--- src/rtl/inst_fetch_queue_pkg.sv ---
// Shared constants and types for the instruction fetch queue and its CTRL/ID neighbours.
// Stall bit indices mirror the CTRL stall vector layout.
package inst_fetch_queue_pkg;

  localparam logic [31:0] ZERO_WORD = 32'h0000_0000;
  localparam logic [31:0] NOP_INST  = 32'h0000_0000;
  localparam int          IFQ_DEPTH = 4;
  localparam int          IFQ_AW    = 2;
  localparam int          STALL_IF  = 0;
  localparam int          STALL_ID  = 2;

  typedef struct packed {
    logic [31:0] pc;
    logic [31:0] inst;
  } ifq_entry_t;

endpackage

--- src/rtl/ifq_mem.sv ---
// DEPTH x 64 storage for the fetch queue: synchronous write, combinational read.
// Contents are intentionally not reset; validity is tracked by the owner's count.
module ifq_mem #(
  parameter int DEPTH = 4,
  parameter int AW    = 2
) (
  input  logic          clk,
  input  logic          we,
  input  logic [AW-1:0] waddr,
  input  logic [63:0]   wdata,
  input  logic [AW-1:0] raddr,
  output logic [63:0]   rdata
);

  logic [63:0] mem [DEPTH];

  // write port
  always_ff @(posedge clk) begin
    if (we) begin
      mem[waddr] <= wdata;
    end
  end

  assign rdata = mem[raddr];

endmodule

--- src/rtl/inst_fetch_queue.sv ---
// Prefetch queue between fetch and ID: buffers {pc, inst} pairs, requests a stall
// one entry before full, drops everything on flush, and flags dropped pushes.
module inst_fetch_queue
  import inst_fetch_queue_pkg::*;
#(
  parameter int DEPTH = IFQ_DEPTH,
  parameter int AW    = IFQ_AW
) (
  input  logic        clk,
  input  logic        rst,
  input  logic [31:0] if_pc_i,
  input  logic [31:0] if_inst_i,
  input  logic        if_valid_i,
  input  logic        flush_i,
  input  logic        id_ready_i,
  output logic [31:0] id_pc_o,
  output logic [31:0] id_inst_o,
  output logic        id_valid_o,
  output logic        stallreq_o,
  output logic        overflow_o
);

  localparam logic [AW:0]   FULL_CNT  = (AW+1)'(DEPTH);
  localparam logic [AW:0]   STALL_CNT = (AW+1)'(DEPTH - 1);
  localparam logic [AW:0]   CNT_ONE   = (AW+1)'(1);
  localparam logic [AW-1:0] PTR_ONE   = (AW)'(1);

  logic [AW-1:0] wr_ptr;
  logic [AW-1:0] rd_ptr;
  logic [AW:0]   count;
  logic          empty;
  logic          full;
  logic          push;
  logic          pop;
  logic          drop;
  ifq_entry_t    wr_entry;
  ifq_entry_t    head_entry;
  logic [63:0]   head_raw;

  assign empty = (count == '0);
  assign full  = (count == FULL_CNT);
  assign pop   = !empty && id_ready_i && !flush_i;
  assign push  = if_valid_i && !flush_i && (!full || pop);
  assign drop  = if_valid_i && !flush_i && full && !pop;

  assign wr_entry.pc   = if_pc_i;
  assign wr_entry.inst = if_inst_i;
  assign head_entry    = ifq_entry_t'(head_raw);

  ifq_mem #(
    .DEPTH (DEPTH),
    .AW    (AW)
  ) u_mem (
    .clk   (clk),
    .we    (push),
    .waddr (wr_ptr),
    .wdata (wr_entry),
    .raddr (rd_ptr),
    .rdata (head_raw)
  );

  // pointers, occupancy and sticky overflow flag
  always_ff @(posedge clk or negedge rst) begin
    if (!rst) begin
      wr_ptr     <= '0;
      rd_ptr     <= '0;
      count      <= '0;
      overflow_o <= 1'b0;
    end else begin
      if (drop) begin
        overflow_o <= 1'b1;
      end
      if (flush_i) begin
        wr_ptr <= '0;
        rd_ptr <= '0;
        count  <= '0;
      end else begin
        if (push) begin
          wr_ptr <= wr_ptr + PTR_ONE;
        end
        if (pop) begin
          rd_ptr <= rd_ptr + PTR_ONE;
        end
        if (push && !pop) begin
          count <= count + CNT_ONE;
        end else if (pop && !push) begin
          count <= count - CNT_ONE;
        end
      end
    end
  end

  // head presentation: an empty queue shows a NOP at address zero
  always_comb begin
    id_valid_o = !empty;
    id_pc_o    = ZERO_WORD;
    id_inst_o  = NOP_INST;
    if (!empty) begin
      id_pc_o   = head_entry.pc;
      id_inst_o = head_entry.inst;
    end else begin
      id_pc_o   = ZERO_WORD;
      id_inst_o = NOP_INST;
    end
  end

  // leave one slot free for the pair already in flight while CTRL freezes the PC
  assign stallreq_o = !flush_i && (count >= STALL_CNT);

endmodule

--- config.mk ---
export PLATFORM = sky130hd
export DESIGN_NAME = inst_fetch_queue
export DESIGN_NICKNAME = d
export VERILOG_FILES = /design/src/rtl/inst_fetch_queue_pkg.sv /design/src/rtl/ifq_mem.sv /design/src/rtl/inst_fetch_queue.sv
export SDC_FILE = /design/constraint.sdc
export NUM_CORES = 1
export LEC_CHECK = 0
export ABC_AREA = 1
export CORE_ASPECT_RATIO = 0.7
export CORE_MARGIN = 3
export CORE_UTILIZATION = 54
export DETAILED_ROUTE_END_ITERATION = 6
export PLACE_DENSITY = 0.77
export SLEW_MARGIN = 20
export SYNTH_ARGS = -nofsm -noshare
export SYNTH_HDL_FRONTEND = slang
export SYNTH_HIERARCHICAL = 1
export SYNTH_SLANG_ARGS = --single-unit
--- constraint.sdc ---
create_clock -name clk -period 7.1 [get_ports clk]
set_clock_uncertainty 0.2 [all_clocks]
set_input_delay 0.71 -clock clk [delete_from_list [all_inputs] [get_ports clk]]
set_output_delay 0.71 -clock clk [all_outputs]
set_load 0.03 [all_outputs]
== Yosys cells after proc, flatten, opt, wreduce, memory -nomap -nowiden ==
Memory sizes are Yosys's and may differ from the RTL's.
Index checks and enable logic that the tools add are counted.

* Memories: 1
* Bits in writable memories: 256
* Register bits after elaboration: 8

* Muxes and demuxes: 11
* Magnitude comparators: 1
* Eq/ne operators: 1
* Reduce and logical (&&, ||, !) cells: 19
* $add $sub $neg: 4

{| class="wikitable"
|+ Memory list
! name !! depth !! bits a word !! rd ports !! clocked after memory_dff !! wr ports !! RTL line !! RTL
|-
| u_mem.mem || 4 || 64 || 1 || 0 || 1 || ifq_mem.sv:15 || <nowiki>logic [63:0] mem [DEPTH];</nowiki>
|}

{| class="wikitable"
|+ Operators with widths
! operator !! number
|-
| $mux 32 || 2
|-
| $logic_and 1x1->1 || 9
|-
| $mux 3 || 3
|-
| $mux 2 || 4
|-
| $logic_not 1->1 || 5
|-
| $add 2x1->2 const B || 2
|-
| $reduce_bool 2->1 || 2
|-
| $add 3x1->3 const B || 1
|-
| $eq 3x3->1 const B || 1
|-
| $ge 3x2->1 const B || 1
|-
| $logic_not 3->1 || 1
|-
| $reduce_bool 3->1 || 1
|-
| $sub 3x1->3 const B || 1
|-
| $mux 1 || 2
|-
| $logic_or 1x1->1 || 1
|}

== Depth between registers and ports, before layout ==
Gate-level depths: netlist (run 1).

* Depth after elaboration: 11
* Gate-level depth with buffers: 12
* Mapped depth without buffers: 12

== Cells and area by module ==
The synthesis (run 1) kept the hierarchy.

{| class="wikitable"
|+ By module, submodules not included
! module !! instances !! sequential area each (µm²) !! cells an instance !! area each (µm²)
|-
| ifq_mem || 1 || 7687.4 || 1010 || 10761.6
|-
| inst_fetch_queue || 1 || 200.2 || 198 || 1001.0
|}

== Worst setup path after synthesis (run 1) ==
OpenSTA, ideal clock, no wires.

* Path kind: input to register
* Start point: in if_valid_i
* End point: mem u_mem.mem[1][0], enable pin
* Path slack: 0.813 ns
* Arrival time: 5.522 ns
* Data required time: 6.335 ns
* Library setup time: 0.565 ns
* Cell stages on the path: 6
* Cells stage by stage: inv_1 > nor2_1 > nand2_2 > inv_2 > inv_1 > nor3_1

* Cells in the longest elaborated chain, start to end: 4

{| class="wikitable"
|+ Ends and longest elaborated chain
! what !! RTL line !! RTL
|-
| start, declared || inst_fetch_queue.sv:13 || <nowiki>input logic if_valid_i,</nowiki>
|-
| $logic_and 1x1->1 (2 in series) || inst_fetch_queue.sv:43 || <nowiki>assign push = if_valid_i && !flush_i && (!full || pop);</nowiki>
|-
| via push || inst_fetch_queue.sv:33 || <nowiki>logic push;</nowiki>
|-
| $mux 1 || ifq_mem.sv:19 || <nowiki>if (we) begin</nowiki>
|-
| $mux 1 (implied by the code) || ifq_mem.sv:20 || <nowiki>mem[waddr] <= wdata;</nowiki>
|-
| end, declared || ifq_mem.sv:15 ||
|}

The timed path passes the listed nets, and every way through them passes these cells.

==> flow_summary.json, run 1 <==
{
  "outcome": "completed",
  "cts.htree.levels": 1,
  "synth_area_per_cell_sq_um": 9.74,
  "crit_path_cell_trace": "inv_4 > buf_4 > nand2_1 > nand3_1 > nand2_1 > inv_1 > nor2_1 > clkdlybuf4s50_1",
  "worstSetupPathType": "reg2out",
  "max_freq_mhz": 222,
  "wl_per_cell_um": 14.7,
  "r2r_slack_ns": 4.50,
  "fp.dieW_um": 182,
  "maxCapViolCount": 0,
  "cts_made_buffers": 25,
  "power.density_mw_per_mm2": 352,
  "drive_gt1_share_pct": 4.96,
  "hp-class": "reg2reg",
  "synth_seq_cells": 264,
  "cpLargestDelayFamily": "buffers and inverters",
  "grt_max_degree": 79,
  "vdd_drop_max_uv": 235,
  "final_cell_mix": "inv_1 (334), nand2_1 (333), edfxtp_1 (256)",
  "post-route-min-period_ns": 4.50,
  "fin_tns_setup_ns": 0,
  "slowest_delay_ns": 0.71,
  "grt_usage_pct": 20.1,
  "crit_buf_inv": 4,
  "ff2ff_path_depth": 7,
  "place_congestion": 0.786,
  "cts_resized": 0,
  "path_clk_slew_ns": 0.06,
  "cts-root-buf": "clkbuf_16",
  "vias_per_cell": 4.83,
  "wl_mm": 23.9,
  "die_area_sq_mm": 0.0236,
  "cpMaxStageDelayCell": "dfrtp_4",
  "hold_viol": 0,
  "drc": 0,
  "insertion_delay_ns": 0.51,
  "yosysWarnings": 6,
  "synth_nets": 1278,
  "dp_hpwl_mm": 13.4,
  "syn_area_sq_mm": 0.0118,
  "hold_ws_ns": 0.269,
  "grt_pass1_wl_mm": 38.1,
  "row_count": 44,
  "cts_hold_buf": 0,
  "die_h_um": 129,
  "m1WireLength_mm": 10.4,
  "syn_to_final_growth_pct": 20.5,
  "highest_layer": "met5",
  "antenna_found_initial": 1,
  "first_pass_iters": 5,
  "cts_max_path_buffers": 3,
  "finalCritPeriodShare_pct": 63.4,
  "pre_cts_slack_ns": 3.14,
  "coreArea_sq_mm": 0.0211,
  "hold_end": "overflow_o$_DFFE_PN0P_",
  "finalSetupViolCount": 0,
  "cts.sinks": 264,
  "rr_startpoint": "count[1]$_DFFE_PN0P_",
  "r2r_end": "u_mem/mem[1][37]$_DFFE_PP_",
  "port_buffers": 135,
  "rsz0062_at_grt": "false",
  "ioPinCount": 136,
  "final_core_util_pct": 67.2,
  "relSlewSlack_pct": 33.5,
  "required_ns": 6.19,
  "ys_seq_area_share_pct": 67.1,
  "vias": 7867,
  "grt_pass1_vias": 7576,
  "wl_met3_mm": 1.88,
  "cp-end-kind": "output pin",
  "crit_arrival_ns": 3.59,
  "post_cts_buffers": 0,
  "nets": 1403,
  "tightestPinTransition_ns": 0.998,
  "layout_setup_ws_ns": 2.60,
  "start_util_pct": 55.8,
  "final_common_cell": "inv_1",
  "synth_cell_types": 22,
  "syn_inst": 1208,
  "worst_path_most_repeated_cell": "nand2_1",
  "n_fill_cell": 1543,
  "wl_met2_mm": 11.3,
  "cts_tree": "yes",
  "hold_depth": 1,
  "worst-path-stages": 8,
  "drt-initial-drc-count": 726,
  "min_from": "overflow_o$_DFFE_PN0P_",
  "diodes": 0,
  "antenna_left": 0,
  "maxSlewViolCount": 0,
  "startpoint_type": "flop",
  "p_leak_nw": 6.49,
  "crit_path_max_fanout": 70,
  "grt-ovfl-total": 0
}
-- routing by layer --
layer	up-vias	global-route usage (%)
met4	2	4.39
li1	3926	-
met2	289	33.7
met5	-	0
met3	24	3.73
met1	3626	28.0
-- layout make-up --
class / count / area, sq um / area share, %
multi-input cells: 558 / 2370 / 16.7
repair buffers: 145 / 1440 / 10.2
flip-flops and latches: 264 / 7890 / 55.7
well taps: 276 / 345 / 2.44
clock inverters: 19 / 218 / 1.54
inverters: 339 / 1270 / 9.00
clock buffers: 27 / 633 / 4.47
-- cells by family (layout without fill, tap and decap cells) --
family                   count (synthesis)  in the layout  synth area share (%)
buffers and inverters                  386            530                  13.1
AO/OA/AOI/OAI                            6              6                 0.277
flip-flops                             264            264                  67.1
XOR/XNOR                                 2              2                 0.149
adder cells (fa/ha/maj)                  1              1                 0.170
AND/OR/NAND/NOR                        549            549                  19.3
-- power by group --
| part | total, mW | switching [mW] | internal [mW] |
|---|---|---|---|
| clock network | 1.37 | 0.549 | 0.826 |
| registers | 1.84 | 0.0527 | 1.78 |
| logic | 1.77 | 1.14 | 0.626 |
-- Yosys cell counts --
master | number | share of area [%]
nand2_1 | 333 | 11
nor2_1 | 70 | 2.2
edfxtp_1 | 256 | 65
xor2_1 | 1 | 0.074
buf_1 | 2 | 0.064
fa_1 | 1 | 0.17
nor3_1 | 5 | 0.21
inv_2 | 5 | 0.16
dfrtp_1 | 8 | 1.7
inv_1 | 334 | 11
nand3_1 | 130 | 5.5
buf_2 | 27 | 1.1
a21oi_1 | 3 | 0.13
o21ai_1 | 2 | 0.085
clkbuf_1 | 4 | 0.13
o21bai_1 | 1 | 0.064
buf_4 | 14 | 0.89
nand3_2 | 2 | 0.17
nand4_1 | 2 | 0.11
nor2_4 | 1 | 0.096
nand2_2 | 6 | 0.32
xnor2_1 | 1 | 0.074
-- worst max-delay path by stage --
stage	startpoint	end	slack, ns
floorplan	if_valid_i	u_mem/mem[1][0]$_DFFE_PP_	0.81
global placement	rd_ptr[0]$_DFFE_PN0P_	id_pc_o[11]	3.22
detailed placement	rd_ptr[0]$_DFFE_PN0P_	id_inst_o[2]	3.14
CTS	rd_ptr[0]$_DFFE_PN0P_	id_inst_o[2]	2.58
global route	rd_ptr[0]$_DFFE_PN0P_	id_pc_o[20]	2.33
finish	rd_ptr[0]$_DFFE_PN0P_	id_pc_o[20]	2.60
-- per-stage QoR --
stage | total power, mW | cells | cell area (sq um)
floorplan | 3.00 | 1208 | 11800
global placement | 3.62 | 1582 | 13300
detailed placement | 3.64 | 1582 | 13300
CTS | 5.02 | 1628 | 14200
global route | 5.23 | 1628 | 14200
finish | 4.98 | 1628 | 14200
-- registers in the layout, summed over array words and instances, names as in the netlist --
| name | count |
|---|---|
| overflow_o | 1 |
| rd_ptr | 2 |
| wr_ptr | 2 |
| count | 3 |
| u_mem/mem | 256 |
Power figures use the tool's default switching activity.
==> run 2, diff against run 1 <==
- clock period: 7.1 -> 4.7 ns (I/O delays scaled with it)
==> run 2 against run 1 <==
Compared with the run above:
- non-clock buffer count rose by 4
- hold slack got worse by 0.22 ns
- via count fell by 0.53%
- sequential share of layout area rose by 0.34 points
- combinational power rose by 52%
- worst setup slack got worse by 1.8 ns
- register-to-register slack got worse by 2.0 ns
- flip-flop and latch count did not move
- utilization fell by 0.41 points
- clock-buffer cell count rose by 2
==> flow_summary.json, run 2 (synthesized netlist as in run 1, its figures left out) <==
{
  "outcome": "completed",
  "grt-ovfl-total": 0,
  "coreArea_sq_mm": 0.0211,
  "grt_usage_pct": 20.1,
  "maxSlewViolCount": 0,
  "path_clk_slew_ns": 0.06,
  "die_area_sq_mm": 0.0236,
  "finalSetupViolCount": 0,
  "cts_resized": 0,
  "tightestPinTransition_ns": 0.833,
  "required_ns": 4.03,
  "ioPinCount": 136,
  "hold_viol": 0,
  "cts_tree": "yes",
  "final_common_cell": "inv_1",
  "hp-class": "in2async",
  "final_core_util_pct": 66.8,
  "startpoint": "rd_ptr[0]$_DFFE_PN0P_",
  "cts_max_path_buffers": 3,
  "antenna_left": 0,
  "grt_use_met1_pct": 28.2,
  "port_buffers": 135,
  "grt.met3_usage_pct": 2.95,
  "startpoint_type": "flop",
  "diodes": 0,
  "final_cell_mix": "inv_1 (334), nand2_1 (333), edfxtp_1 (256)",
  "drive_gt1_share_pct": 4.66,
  "cp-end-kind": "output pin",
  "cts_made_buffers": 25,
  "nets": 1407,
  "cts.sinks": 264,
  "place_congestion": 0.776,
  "antenna_found_initial": 0,
  "first_pass_iters": 5,
  "layout_setup_ws_ns": 0.771,
  "max_freq_mhz": 255,
  "worst-path-stages": 8,
  "grt_util_met2_pct": 34.1,
  "top_register": "u_mem/mem",
  "wl_per_cell_um": 14.6,
  "finalCritPeriodShare_pct": 83.6,
  "cpMaxStageDelayCell": "dfrtp_4",
  "rsz0062_at_grt": "false",
  "grt.busiest_layer": "met2",
  "n_fill_cell": 1584,
  "largest_register_ffs": 256,
  "insertion_delay_ns": 0.50,
  "grt_max_degree": 79,
  "relSlewSlack_pct": 44.4,
  "crit_arrival_ns": 3.26,
  "syn_to_final_growth_pct": 19.7,
  "cts_hold_buf": 0,
  "dp_hpwl_mm": 13.9,
  "maxCapViolCount": 0,
  "multi_input_area_sq_mm": 0.00236,
  "fin_total_pwr_mw": 7.27,
  "start_util_pct": 55.8,
  "cp-endpoint": "id_pc_o[10]",
  "r2r_slack_ns": 2.46,
  "cts-root-buf": "clkbuf_16",
  "pre_cts_slack_ns": 1.31,
  "drc": 0,
  "crit_path_max_fanout": 54,
  "cts.htree.levels": 1,
  "vias": 7825,
  "rr_startpoint": "count[0]$_DFFE_PN0P_",
  "grt_pass1_vias": 7593,
  "slowest_delay_ns": 0.83,
  "crit_buf_inv": 4,
  "cpLargestDelayFamily": "buffers and inverters",
  "row_count": 44,
  "wl_mm": 23.8,
  "grt_pass1_wl_mm": 38.1,
  "vias_per_cell": 4.81,
  "r2r_end": "u_mem/mem[2][40]$_DFFE_PP_",
  "worst_path_most_repeated_cell": "nand2_1",
  "power.density_mw_per_mm2": 516,
  "crit_path_cell_trace": "inv_4 > buf_4 > nand2_1 > nand3_1 > nand2_1 > inv_1 > nor2_1 > clkdlybuf4s50_1",
  "p_leak_nw": 6.46,
  "die_h_um": 129,
  "seq_area_sq_mm": 0.00789,
  "vdd_drop_max_uv": 388,
  "worstSetupPathType": "reg2out",
  "ff2ff_path_depth": 7,
  "drt-initial-drc-count": 638,
  "top_regs": "u_mem/mem (256), count (3)",
  "post_cts_buffers": 0,
  "post-route-min-period_ns": 3.93,
  "fp.dieW_um": 182
}
run 2: cell count changes in the layout (fill, tap and decap cells not counted), moves of 2 or more:
cell / change
clkbuf_1: +2
buf_4: +2
clkinv_2: -2
buf_12: +2
bufinv_16: -4
run 2: metal layers:
metal | vias up | wire length (um)
met4 | 0 | 464
met1 | 3621 | 10700
met3 | 30 | 1530
met2 | 239 | 11200
li1 | 3935 | -
met5 | - | 0
run 2: per-stage QoR:
step | area, sq um | hold WS [ns] | std cells | setup TNS (ns)
floorplan | 11800 | -0.0256 | 1208 | -344.90
global placement | 13400 | 0.271 | 1586 | 0
detailed placement | 13400 | 0.282 | 1586 | 0
CTS | 14100 | 0.0401 | 1627 | 0
global route | 14100 | 0.0598 | 1627 | 0
finish | 14100 | 0.0506 | 1627 | 0
run 2: worst min path at each step:
stage,startpoint,end,slack [ns],depth (start not counted)
2_1_floorplan,rst,count[0]$_DFFE_PN0P_,-0.03,0
3_3_place_gp,overflow_o$_DFFE_PN0P_,overflow_o$_DFFE_PN0P_,0.27,1
3_5_place_dp,overflow_o$_DFFE_PN0P_,overflow_o$_DFFE_PN0P_,0.28,1
4_1_cts,rst,wr_ptr[0]$_DFFE_PN0P_,0.04,1
5_1_grt,rst,wr_ptr[0]$_DFFE_PN0P_,0.06,1
6_report,rst,wr_ptr[0]$_DFFE_PN0P_,0.05,1
run 2: power breakdown:
group | internal [mW] | switching [mW] | total, mW
registers | 2.69 | 0.0801 | 2.77
clock network | 1.02 | 0.787 | 1.80
logic | 0.967 | 1.72 | 2.69
run 2: final cells by class:
type	instances	share of cell area, %
sequential	264	56.0
multi-input combinational	558	16.8
timing repair buffer	149	10.6
inverter	339	9.05
clock buffer	29	4.55
tap	276	2.45
clock inverter	12	0.533
